File: config.mk
export PLATFORM = sky130hd
export DESIGN_NAME = writeback_stage
export DESIGN_NICKNAME = d
export VERILOG_FILES = /design/src/rtl/writeback_stage_pkg.sv /design/src/rtl/writeback_stage_regfile.sv /design/src/rtl/writeback_stage.sv
export SDC_FILE = /design/constraint.sdc
export NUM_CORES = 2
export LEC_CHECK = 0
export ABC_AREA = 1
export BUFFER_PORTS_ARGS = -buffer_cell sky130_fd_sc_hd__buf_2
export CAP_MARGIN = 20
export CORE_AREA = 2 2 482 484
export CTS_CLUSTER_DIAMETER = 120
export DETAILED_ROUTE_END_ITERATION = 8
export DIE_AREA = 0 0 484 486
export GPL_ROUTABILITY_DRIVEN = 0
export SLEW_MARGIN = 15
export SYNTH_ARGS = -nofsm -noshare
export SYNTH_HDL_FRONTEND = slang
export SYNTH_SLANG_ARGS = --single-unit
File: constraint.sdc
create_clock -name clk -period 2.55 [get_ports clk]
set_clock_uncertainty 0.15 [all_clocks]
set_input_delay 0.51 -clock clk [delete_from_list [all_inputs] [get_ports clk]]
set_output_delay 0.51 -clock clk [all_outputs]
set_load 0.005 [all_outputs]
File: src/rtl/writeback_stage_pkg.sv
// Shared definitions for the writeback stage: FSM state encoding and
// architectural constants.
package writeback_stage_pkg;

   typedef enum logic [1:0] {
      WB_RUN       = 2'd0,
      WB_WAIT_LOAD = 2'd1,
      WB_FLUSH     = 2'd2
   } wb_state_e;

   localparam logic [4:0]  REG_ZERO         = 5'd0;
   localparam logic [31:0] RESET_PC_DEFAULT = 32'h0000_0000;

endpackage

File: src/rtl/writeback_stage_regfile.sv
// General register file: NREG x XLEN flops, one write port, x0 hardwired
// to zero, all entries exposed flattened for forwarding.
module wb_regfile
   import writeback_stage_pkg::*;
#(
   parameter int XLEN = 32,
   parameter int NREG = 32
) (
   input  logic                 clk,
   input  logic                 rst_n,
   input  logic                 i_we,
   input  logic [4:0]           i_waddr,
   input  logic [XLEN-1:0]      i_wdata,
   output logic [NREG*XLEN-1:0] o_rdata_flat
);

   logic [XLEN-1:0] r_regs [NREG];

   // Register storage; x0 is never written so it stays at its reset value.
   always_ff @(posedge clk or negedge rst_n) begin
      if (!rst_n) begin
         for (int i = 0; i < NREG; i++) begin
            r_regs[i] <= '0;
         end
      end else if (i_we && (i_waddr != REG_ZERO)) begin
         r_regs[i_waddr] <= i_wdata;
      end else begin
         r_regs <= r_regs;
      end
   end

   // Flatten the array for the forwarding network.
   always_comb begin
      o_rdata_flat = '0;
      for (int i = 0; i < NREG; i++) begin
         o_rdata_flat[i*XLEN +: XLEN] = r_regs[i];
      end
   end

endmodule

File: src/rtl/writeback_stage.sv
// Final pipeline stage: commits execute/load results, tracks the PC and
// flushes after redirects. Optional retire counter under WB_RETIRE_CNT_EN.
module writeback_stage
   import writeback_stage_pkg::*;
#(
   parameter int              XLEN     = 32,
   parameter int              NREG     = 32,
   parameter logic [XLEN-1:0] RESET_PC = XLEN'(RESET_PC_DEFAULT)
) (
   input  logic                 clk,
   input  logic                 rst_n,
   input  logic                 ex_valid,
   output logic                 ex_ready,
   input  logic [XLEN-1:0]      ex_pc,
   input  logic                 ex_we,
   input  logic [4:0]           ex_rd,
   input  logic [XLEN-1:0]      ex_rd_value,
   input  logic                 ex_redirect,
   input  logic [XLEN-1:0]      ex_target,
   input  logic                 dm_req,
   input  logic [4:0]           dm_req_rd,
   input  logic [XLEN-1:0]      dm_req_pc,
   input  logic                 dm_rsp_valid,
   input  logic [XLEN-1:0]      dm_rsp_data,
   output logic [NREG*XLEN-1:0] gpr_flat,
   output logic [XLEN-1:0]      pc_reg,
   output logic                 flush,
`ifdef WB_RETIRE_CNT_EN
   output logic [63:0]          retire_cnt,
`endif
   output logic                 busy
);

   localparam logic [XLEN-1:0] PC_STEP = XLEN'(4);

   wb_state_e       r_state;
   logic [XLEN-1:0] r_pc;
   logic [XLEN-1:0] r_ld_pc;
   logic [4:0]      r_ld_rd;
   logic            r_flush;

   logic            w_commit;
   logic            w_ld_done;
   logic            w_rf_we;
   logic [4:0]      w_rf_waddr;
   logic [XLEN-1:0] w_rf_wdata;

   assign w_commit  = (r_state == WB_RUN) && ex_valid && !dm_req;
   assign w_ld_done = (r_state == WB_WAIT_LOAD) && dm_rsp_valid;

   // Register-file write mux: execute commit or load completion.
   always_comb begin
      w_rf_we    = 1'b0;
      w_rf_waddr = REG_ZERO;
      w_rf_wdata = '0;
      if (w_commit) begin
         w_rf_we    = ex_we;
         w_rf_waddr = ex_rd;
         w_rf_wdata = ex_rd_value;
      end else if (w_ld_done) begin
         w_rf_we    = 1'b1;
         w_rf_waddr = r_ld_rd;
         w_rf_wdata = dm_rsp_data;
      end else begin
         w_rf_we    = 1'b0;
      end
   end

   wb_regfile #(
      .XLEN (XLEN),
      .NREG (NREG)
   ) u_regfile (
      .clk          (clk),
      .rst_n        (rst_n),
      .i_we         (w_rf_we),
      .i_waddr      (w_rf_waddr),
      .i_wdata      (w_rf_wdata),
      .o_rdata_flat (gpr_flat)
   );

   // Stage FSM, PC register and pending-load bookkeeping.
   always_ff @(posedge clk or negedge rst_n) begin
      if (!rst_n) begin
         r_state <= WB_RUN;
         r_pc    <= RESET_PC;
         r_ld_pc <= '0;
         r_ld_rd <= REG_ZERO;
         r_flush <= 1'b0;
      end else begin
         r_flush <= 1'b0;
         case (r_state)
            WB_RUN: begin
               if (dm_req) begin
                  r_state <= WB_WAIT_LOAD;
                  r_ld_rd <= dm_req_rd;
                  r_ld_pc <= dm_req_pc;
               end else if (ex_valid) begin
                  r_pc <= ex_redirect ? ex_target : (ex_pc + PC_STEP);
                  if (ex_redirect) begin
                     r_state <= WB_FLUSH;
                     r_flush <= 1'b1;
                  end else begin
                     r_state <= WB_RUN;
                  end
               end else begin
                  r_state <= WB_RUN;
               end
            end
            WB_WAIT_LOAD: begin
               if (dm_rsp_valid) begin
                  r_pc    <= r_ld_pc + PC_STEP;
                  r_state <= WB_RUN;
               end else begin
                  r_state <= WB_WAIT_LOAD;
               end
            end
            // Wrong-path instruction arriving here is simply not committed.
            WB_FLUSH: begin
               r_state <= WB_RUN;
            end
            default: begin
               r_state <= WB_RUN;
            end
         endcase
      end
   end

`ifdef WB_RETIRE_CNT_EN
   logic [63:0] r_retire_cnt;

   // Count every retired instruction (commit or load completion).
   always_ff @(posedge clk or negedge rst_n) begin
      if (!rst_n) begin
         r_retire_cnt <= 64'd0;
      end else if (w_commit || w_ld_done) begin
         r_retire_cnt <= r_retire_cnt + 64'd1;
      end else begin
         r_retire_cnt <= r_retire_cnt;
      end
   end

   assign retire_cnt = r_retire_cnt;
`endif

   assign pc_reg   = r_pc;
   assign flush    = r_flush;
   assign busy     = (r_state != WB_RUN);
   assign ex_ready = (r_state == WB_FLUSH) || ((r_state == WB_RUN) && !dm_req);

endmodule

======== Word level (Yosys, flattened, before mapping) ========
Cells that the tools add are included.
cells by class
  magnitude comparators ................... 2
  reductions and logical operators ........ 14
  equal/unequal tests ..................... 5
  mux-type cells .......................... 23
  bitwise logic cells ..................... 1
  add/sub/neg operators ................... 2
operators by type and width
  operator               number
  $bwmux 1024            1
  $mux 32                7
  $demux 32 s5           1
  $add 32x3->32 const B  2
  $pmux 32 s2            1
  $mux 5                 2
  $mux 1                 7
  $ge 6x6->1 const B     1
  $logic_and 1x1->1      6
  $lt 6x1->1 const B     1
  $mux 2                 3
  $ne 2x2->1 const B     3
  $not 5->6              1
  $reduce_bool 5->1      1
  $pmux 2 s2             1
  $reduce_and 4->1       1
  $reduce_bool 2->1      2
  $eq 2x1->1 const B     1
  $eq 2x2->1 const B     1
  $logic_not 2->1        1
  $reduce_and 2->1       1
  $logic_not 1->1        1
  $logic_or 1x1->1       1
storage, ports and cells
  flip-flop bits (word level) ............. 1096

======== Depth between registers and ports, before layout ========
  depth after elaboration ................. 10
  depth in mapped cells ................... 14

======== By module ========
From an unflattened synthesis, not the netlist that was laid out.
unflattened totals
  cells, all modules ...................... 5231
  area, all modules ....................... 44355.0 um^2
modules (own cells, without submodules)
  module           times used  area an instance (um^2)  cells each  seq. area each (um^2)
  wb_regfile       1           38644.6                  4329        25624.6
  writeback_stage  1           5710.5                   902         1801.7

======== Worst setup path after synthesis ========
No wires, ideal clock.
  kind .................................... input -> register
  from .................................... in ex_valid
  to ...................................... reg u_regfile.r_regs (netlist bit u_regfile.o_rdata_flat[1000])
  cell stages on the path ................. 12
  setup slack ............................. 0.180 ns
  data required time ...................... 2.283 ns
  arrival time ............................ 2.103 ns
  cells stage by stage .................... inv_1 nor2_1 nand2_1 buf_4 o21ai_4 nand2_1 buf_2 nor2_2 nand3_1 buf_2 nand2_1 nand2_1
between the ends
  longest elaborated chain between the ends .. 9
  elaborated cells between the ends (all ways) .. 14
  those cells by class .................... order compare: 2; mux: 6; bitwise: 1; reduce/logical: 5
ends and longest elaborated chain
  item                                                            RTL line                       text
  start, declared                                                 writeback_stage.sv:12          input logic ex_valid,
  $logic_and 1x1->1 (*) (2 in a row)                              writeback_stage.sv:48          assign w_commit = (r_state == WB_RUN) && ex_valid && !dm_req;
  $mux 5                                                          writeback_stage.sv:56          if (w_commit) begin
  $not 5->6 (implied by the code)                                 writeback_stage_regfile.sv:26  r_regs[i_waddr] <= i_wdata;
  $ge 6x6->1 (implied by the code) or $lt 6x1->1 (tied branches)  writeback_stage_regfile.sv:26
  $logic_and 1x1->1 (implied by the code)                         writeback_stage_regfile.sv:26
  $mux 32 (implied by the code)                                   writeback_stage_regfile.sv:26
  $demux 32 s5                                                    writeback_stage_regfile.sv:26
  $bwmux 1024                                                     writeback_stage_regfile.sv:26
  end signal, assigned by index                                   writeback_stage_regfile.sv:26
  end signal, assigned                                            writeback_stage_regfile.sv:28  r_regs <= r_regs;
  end, declared                                                   writeback_stage_regfile.sv:17  logic [XLEN-1:0] r_regs [NREG];
Every way passes the cells marked *; elsewhere a longest branch is shown, timed or not.
A chain may end at the register's enable or synchronous reset.

======== Worst setup path in the final report ========
  from .................................... reg r_state[1]
  to ...................................... reg u_regfile.r_regs (netlist bit u_regfile.o_rdata_flat[159])
between the ends
  longest elaborated chain between the ends .. 10
  elaborated cells between the ends (all ways) .. 20
  those cells by class .................... order compare: 2; eq/ne: 1; mux: 9; bitwise: 1; reduce/logical: 7
ends and longest elaborated chain
  item                                                            RTL line                                      text
  start, declared                                                 writeback_stage.sv:36                         wb_state_e r_state;
  start signal, assigned                                          writeback_stage.sv:84                         r_state <= WB_RUN;
  start signal, assigned                                          writeback_stage.sv:94                         r_state <= WB_WAIT_LOAD;
  start signal, assigned                                          writeback_stage.sv:100                        r_state <= WB_FLUSH;
  $eq 2x1->1 or $logic_not 2->1 (tied branches)                   writeback_stage.sv:49, writeback_stage.sv:48
  $logic_and 1x1->1 (on tied branches)                            writeback_stage.sv:49, writeback_stage.sv:48
  $mux 5 or $logic_and 1x1->1 (tied branches)                     writeback_stage.sv:60, writeback_stage.sv:48
  $mux 5                                                          writeback_stage.sv:56
  $not 5->6 (implied by the code)                                 writeback_stage_regfile.sv:26
  $ge 6x6->1 (implied by the code) or $lt 6x1->1 (tied branches)  writeback_stage_regfile.sv:26
  $logic_and 1x1->1 (implied by the code)                         writeback_stage_regfile.sv:26
  $mux 32 (implied by the code)                                   writeback_stage_regfile.sv:26
  $demux 32 s5                                                    writeback_stage_regfile.sv:26
  $bwmux 1024                                                     writeback_stage_regfile.sv:26
Parallel ways exist; a longest one is shown, timed or not.

==> flow_summary.html <==
<table>
<tr><th>Metric</th><th>Value</th></tr>
<tr><th colspan="2">Outcome</th></tr>
<tr><td>Run status</td><td>complete, no violations</td></tr>
<tr><th colspan="2">Routing</th></tr>
<tr><td>Detailed router's first-iteration violation count</td><td>4737</td></tr>
<tr><td>First-pass DRT Iterations</td><td>6</td></tr>
<tr><td>Average wire per cell in the routed design</td><td>24.7 microns</td></tr>
<tr><td>Total Routed Length</td><td>around 240 mm</td></tr>
<tr><td>Avg Vias per Cell</td><td>about 4.6</td></tr>
<tr><td>Antenna-violating nets left</td><td>0</td></tr>
<tr><td>Routed via count</td><td>45200</td></tr>
<tr><td># DRC</td><td>0</td></tr>
<tr><th colspan="2">Cells and area</th></tr>
<tr><td>Nets</td><td>6771</td></tr>
<tr><td>Fraction of layout cells with a size suffix above 1</td><td>30.3%</td></tr>
<tr><td>Count of non-filler cells in the finished layout</td><td>9735</td></tr>
<tr><td>Layout area overhead</td><td>42.7%</td></tr>
<tr><td>Max reg flops</td><td>1024</td></tr>
<tr><td>Share of the core filled with cells in the final layout</td><td>28.3%</td></tr>
<tr><th colspan="2">Synthesis</th></tr>
<tr><td>FF+latch count, synth</td><td>~1100</td></tr>
<tr><td>EDFF count, synth</td><td>0</td></tr>
<tr><td>Library cell occupying the most area in the post-synthesis netlist</td><td>sky130_fd_sc_hd__dfrtp_1</td></tr>
<tr><td>Mean instance size in the synthesized netlist</td><td>8.77 sq um</td></tr>
<tr><td>Dominant cells by area after synthesis</td><td>sky130_fd_sc_hd__dfrtp_1 60%, sky130_fd_sc_hd__nand2_1 17%, sky130_fd_sc_hd__nand4_1 5.4%, sky130_fd_sc_hd__o21ai_0 4.0%, sky130_fd_sc_hd__o21ai_1 3.1%</td></tr>
<tr><td>Share of synthesized area occupied by flip-flops and latches</td><td>between 60 and 70%</td></tr>
<tr><td>Main flop type after synthesis</td><td>sky130_fd_sc_hd__dfrtp_1</td></tr>
<tr><td>Top-area cell type share of the netlist area</td><td>60.2%</td></tr>
<tr><td>Number of library cell types mapped by synthesis</td><td>36</td></tr>
<tr><td>Count of synthesis-stage warnings from yosys</td><td>0</td></tr>
<tr><td>Nets in the synthesized netlist</td><td>5371</td></tr>
<tr><td>Cell with the most instances after synthesis</td><td>sky130_fd_sc_hd__nand2_1</td></tr>
<tr><td>List of most frequent post-synthesis cells</td><td>2074 x sky130_fd_sc_hd__nand2_1, 1096 x sky130_fd_sc_hd__dfrtp_1, 393 x sky130_fd_sc_hd__nand4_1</td></tr>
<tr><td>Cell count after synthesis</td><td>5192</td></tr>
<tr><td>Share of synthesized flip-flops with an asynchronous set or reset</td><td>100%</td></tr>
<tr><td>Post-synth design cell area</td><td>45500 sq um</td></tr>
<tr><th colspan="2">Min path</th></tr>
<tr><td>Endpoint with the worst hold slack</td><td>pc_reg[5]$_DFFE_PN0P_</td></tr>
<tr><td>Launch point of the worst hold path</td><td>ex_target[5]</td></tr>
<tr><td>Cell depth of the worst min-delay path</td><td>3</td></tr>
<tr><td>Class of the most critical hold timing path</td><td>input port to flip-flop</td></tr>
<tr><th colspan="2">Timing</th></tr>
<tr><td>Final setup violation count</td><td>0</td></tr>
<tr><td>Final-report max-slew violation count</td><td>0</td></tr>
<tr><td>Count of final hold-check violations</td><td>0</td></tr>
<tr><td>Final worst path period share</td><td>approximately 96%</td></tr>
<tr><td>Transition time at the pin with the least slew margin</td><td>between 0.7 and 0.8 ns</td></tr>
<tr><td>Crit path time final</td><td>2.45 ns</td></tr>
<tr><td>Setup repair after global routing missed its margin</td><td>true</td></tr>
<tr><td>Maximum clock frequency</td><td>0.408 GHz</td></tr>
<tr><td>Relative slew margins</td><td>between 50% and 60%</td></tr>
<tr><td>Smallest setup slack after layout</td><td>between 0.1 and 0.15 ns</td></tr>
<tr><td>Worst Hold Margin</td><td>0.110 ns</td></tr>
<tr><th colspan="2">Setup path</th></tr>
<tr><td>Register-to-Register Setup Slack</td><td>between 0.1 and 0.15 ns</td></tr>
<tr><td>Critical path start-end classification</td><td>flip-flop to flip-flop</td></tr>
<tr><td>Worst reg-to-reg path cell count</td><td>10</td></tr>
<tr><td>Endpoint of the most critical register-to-register path</td><td>u_regfile.o_rdata_flat[159]$_DFFE_PN0P_</td></tr>
<tr><td>Top fanout value on the critical path</td><td>28</td></tr>
<tr><td>Endpoint class of the critical path</td><td>flip-flop</td></tr>
<tr><td>Data arrival, critical path</td><td>just under 3 ns</td></tr>
<tr><td>CP required</td><td>around 3.1 ns</td></tr>
<tr><td>Startpoint of the most critical register-to-register path</td><td>r_state[1]$_DFF_PN0_</td></tr>
<tr><td>Sort of element at the start of the critical path</td><td>flip-flop</td></tr>
<tr><th colspan="2">Floorplanning</th></tr>
<tr><td>Core area</td><td>roughly 230000 sq um</td></tr>
<tr><td>Number of standard-cell rows in the floorplan</td><td>approximately 180</td></tr>
<tr><td>Die Area</td><td>235000 sq um</td></tr>
<tr><td>Effective utilization at floorplan</td><td>19.8%</td></tr>
<tr><td>Y dimension of the die</td><td>just under 500 microns</td></tr>
<tr><td>Chip width</td><td>484 microns</td></tr>
<tr><td>I/O Pins</td><td>1236</td></tr>
<tr><th colspan="2">Global routing</th></tr>
<tr><td>Via count of the first global-routing pass</td><td>between 40000 and 50000</td></tr>
<tr><td>All-Layer GR Usage</td><td>19.5%</td></tr>
<tr><td>Overflow left after global routing</td><td>0</td></tr>
<tr><td>Pin count of the biggest net entering global routing</td><td>107</td></tr>
<tr><td>Global-route wire length before repair</td><td>between 300 and 400 mm</td></tr>
<tr><td>Antenna violations before repair</td><td>38</td></tr>
<tr><th colspan="2">CTS</th></tr>
<tr><td>Clock buffers created by TritonCTS</td><td>118</td></tr>
<tr><td>Clock edge transition at the registers on the reported setup and hold paths</td><td>0.06 ns</td></tr>
<tr><td>CTS tree</td><td>built</td></tr>
<tr><td>Clk Latency, worst-skew pair</td><td>0.77 ns</td></tr>
<tr><td>Number of H-tree levels</td><td>3</td></tr>
<tr><td>CTS max path bufs</td><td>3</td></tr>
<tr><td>Clock sink count</td><td>1096</td></tr>
<tr><td>Cell chosen for the clock root</td><td>sky130_fd_sc_hd__clkbuf_16</td></tr>
<tr><th colspan="2">Placement</th></tr>
<tr><td>DP Worst Slack</td><td>-0.304 ns</td></tr>
<tr><td>Count of placed standard cells including taps</td><td>9432</td></tr>
<tr><td>Detailed placement HPWL</td><td>around 170 mm</td></tr>
<tr><td>Number of I/O port buffers</td><td>1235</td></tr>
<tr><th colspan="2">Power and ir drop</th></tr>
<tr><td>Static Leak</td><td>approximately 0.036 uW</td></tr>
<tr><td>Power Dens Cells</td><td>758 nW/um^2</td></tr>
<tr><td>IR drop worst, VDD</td><td>0.000601 V</td></tr>
<tr><th colspan="2">Run</th></tr>
<tr><td>Max capacitance violation total</td><td>0</td></tr>
</table>
==> cell usage in the layout, fill, tap and decap left out, types with 20 or more instances in the layout <==
| master | netlist | routed |
|---|---|---|
| sky130_fd_sc_hd__dlygate4sd3_1 | 0 | 41 |
| sky130_fd_sc_hd__buf_4 | 5 | 240 |
| sky130_fd_sc_hd__inv_1 | 168 | 167 |
| sky130_fd_sc_hd__buf_12 | 0 | 193 |
| sky130_fd_sc_hd__a21oi_1 | 22 | 22 |
| sky130_fd_sc_hd__clkbuf_8 | 0 | 25 |
| sky130_fd_sc_hd__o22ai_4 | 0 | 32 |
| sky130_fd_sc_hd__nand3_1 | 66 | 58 |
| sky130_fd_sc_hd__nand2_1 | 2074 | 2060 |
| sky130_fd_sc_hd__dfrtp_1 | 1096 | 1095 |
| sky130_fd_sc_hd__nor2_1 | 129 | 119 |
| sky130_fd_sc_hd__o21ai_1 | 284 | 289 |
| sky130_fd_sc_hd__nor2_4 | 1 | 20 |
| sky130_fd_sc_hd__clkbuf_16 | 0 | 125 |
| sky130_fd_sc_hd__mux2_2 | 30 | 30 |
| sky130_fd_sc_hd__buf_2 | 134 | 1234 |
| sky130_fd_sc_hd__clkinv_2 | 0 | 29 |
| sky130_fd_sc_hd__o21ai_0 | 364 | 359 |
| sky130_fd_sc_hd__nand4_1 | 393 | 393 |
==> final cells by class <==
type / count / area (sq um)
well taps: 3026 / 3790
clock inverters: 62 / 785
inverters: 177 / 667
fillers: 24200 / 164000
repair buffers: 1728 / 12600
diodes: 16 / 40.0
multi-input cells: 3471 / 16300
flip-flops and latches: 1096 / 27400
clock buffers: 159 / 3360
==> what timing repair did <==
item,CTS,global route
setup buffers,2,16
endpoints found under the hold margin,486,0
setup endpoints to repair,494,304
hold buffers,41,0
gates resized for setup,6,40
pin swaps,1,9
gates cloned,0,7
==> metrics by stage <==
stage | area, sq um | total power (uW) | TNS [ns]
final | 65000 | 49300 | 0
after global routing | 65000 | 51200 | -0.912
after CTS | 64500 | 49400 | 0
after detailed placement | 59900 | 31000 | -102.49
after global placement | 59900 | 30800 | -74.44
after floorplan | 45500 | 23800 | 0
==> power breakdown <==
part / switching (uW) / internal [uW] / leakage [uW]
clock: 7870 / 10400 / 0.00202
combinational: 7040 / 3770 / 0.0189
sequential: 1250 / 19000 / 0.0151
==> cells by family after synthesis <==
group,Yosys count,synth area share [%]
and+or+nand+nor,2703,25.0
DFF,1096,60.2
AOI/OAI and AO/OA,723,8.19
buffers and inverters,625,5.58
muxes,30,0.742
xor gates and xnor gates,13,0.250
adders and majority gates,2,0.0549
==> worst max-delay path by stage <==
stage                                    start                                       end  slack (ns)
after floorplan                       ex_valid  u_regfile.o_rdata_flat[1000]$_DFFE_PN0P_        0.18
after global routing      r_state[0]$_DFF_PN0_   u_regfile.o_rdata_flat[753]$_DFFE_PN0P_       -0.05
after CTS                 r_state[0]$_DFF_PN0_                                      busy       0.002
after global placement                ex_valid    u_regfile.o_rdata_flat[37]$_DFFE_PN0P_       -0.27
final                     r_state[1]$_DFF_PN0_   u_regfile.o_rdata_flat[159]$_DFFE_PN0P_        0.10
after detailed placement              ex_valid    u_regfile.o_rdata_flat[62]$_DFFE_PN0P_       -0.30
==> critical path, stage by stage, from the launching register on <==
cell and delay [ns]:
sky130_fd_sc_hd__dfrtp_2 0.43, sky130_fd_sc_hd__buf_4 0.15, sky130_fd_sc_hd__nor2_4 0.13, sky130_fd_sc_hd__nand2_4 0.09
sky130_fd_sc_hd__buf_4 0.19, sky130_fd_sc_hd__buf_12 0.22, sky130_fd_sc_hd__o22ai_4 0.22, sky130_fd_sc_hd__buf_12 0.25
sky130_fd_sc_hd__inv_1 0.17, sky130_fd_sc_hd__buf_12 0.17, sky130_fd_sc_hd__o21ai_0 0.14
==> layer usage <==
layer	GRT usage, %	share of wire [%]
met5	0	0.011
met4	11.1	6.4
met3	5.28	9.9
met2	29.8	44
met1	24.8	40
Note: power is estimated with default switching activity, not from simulation.
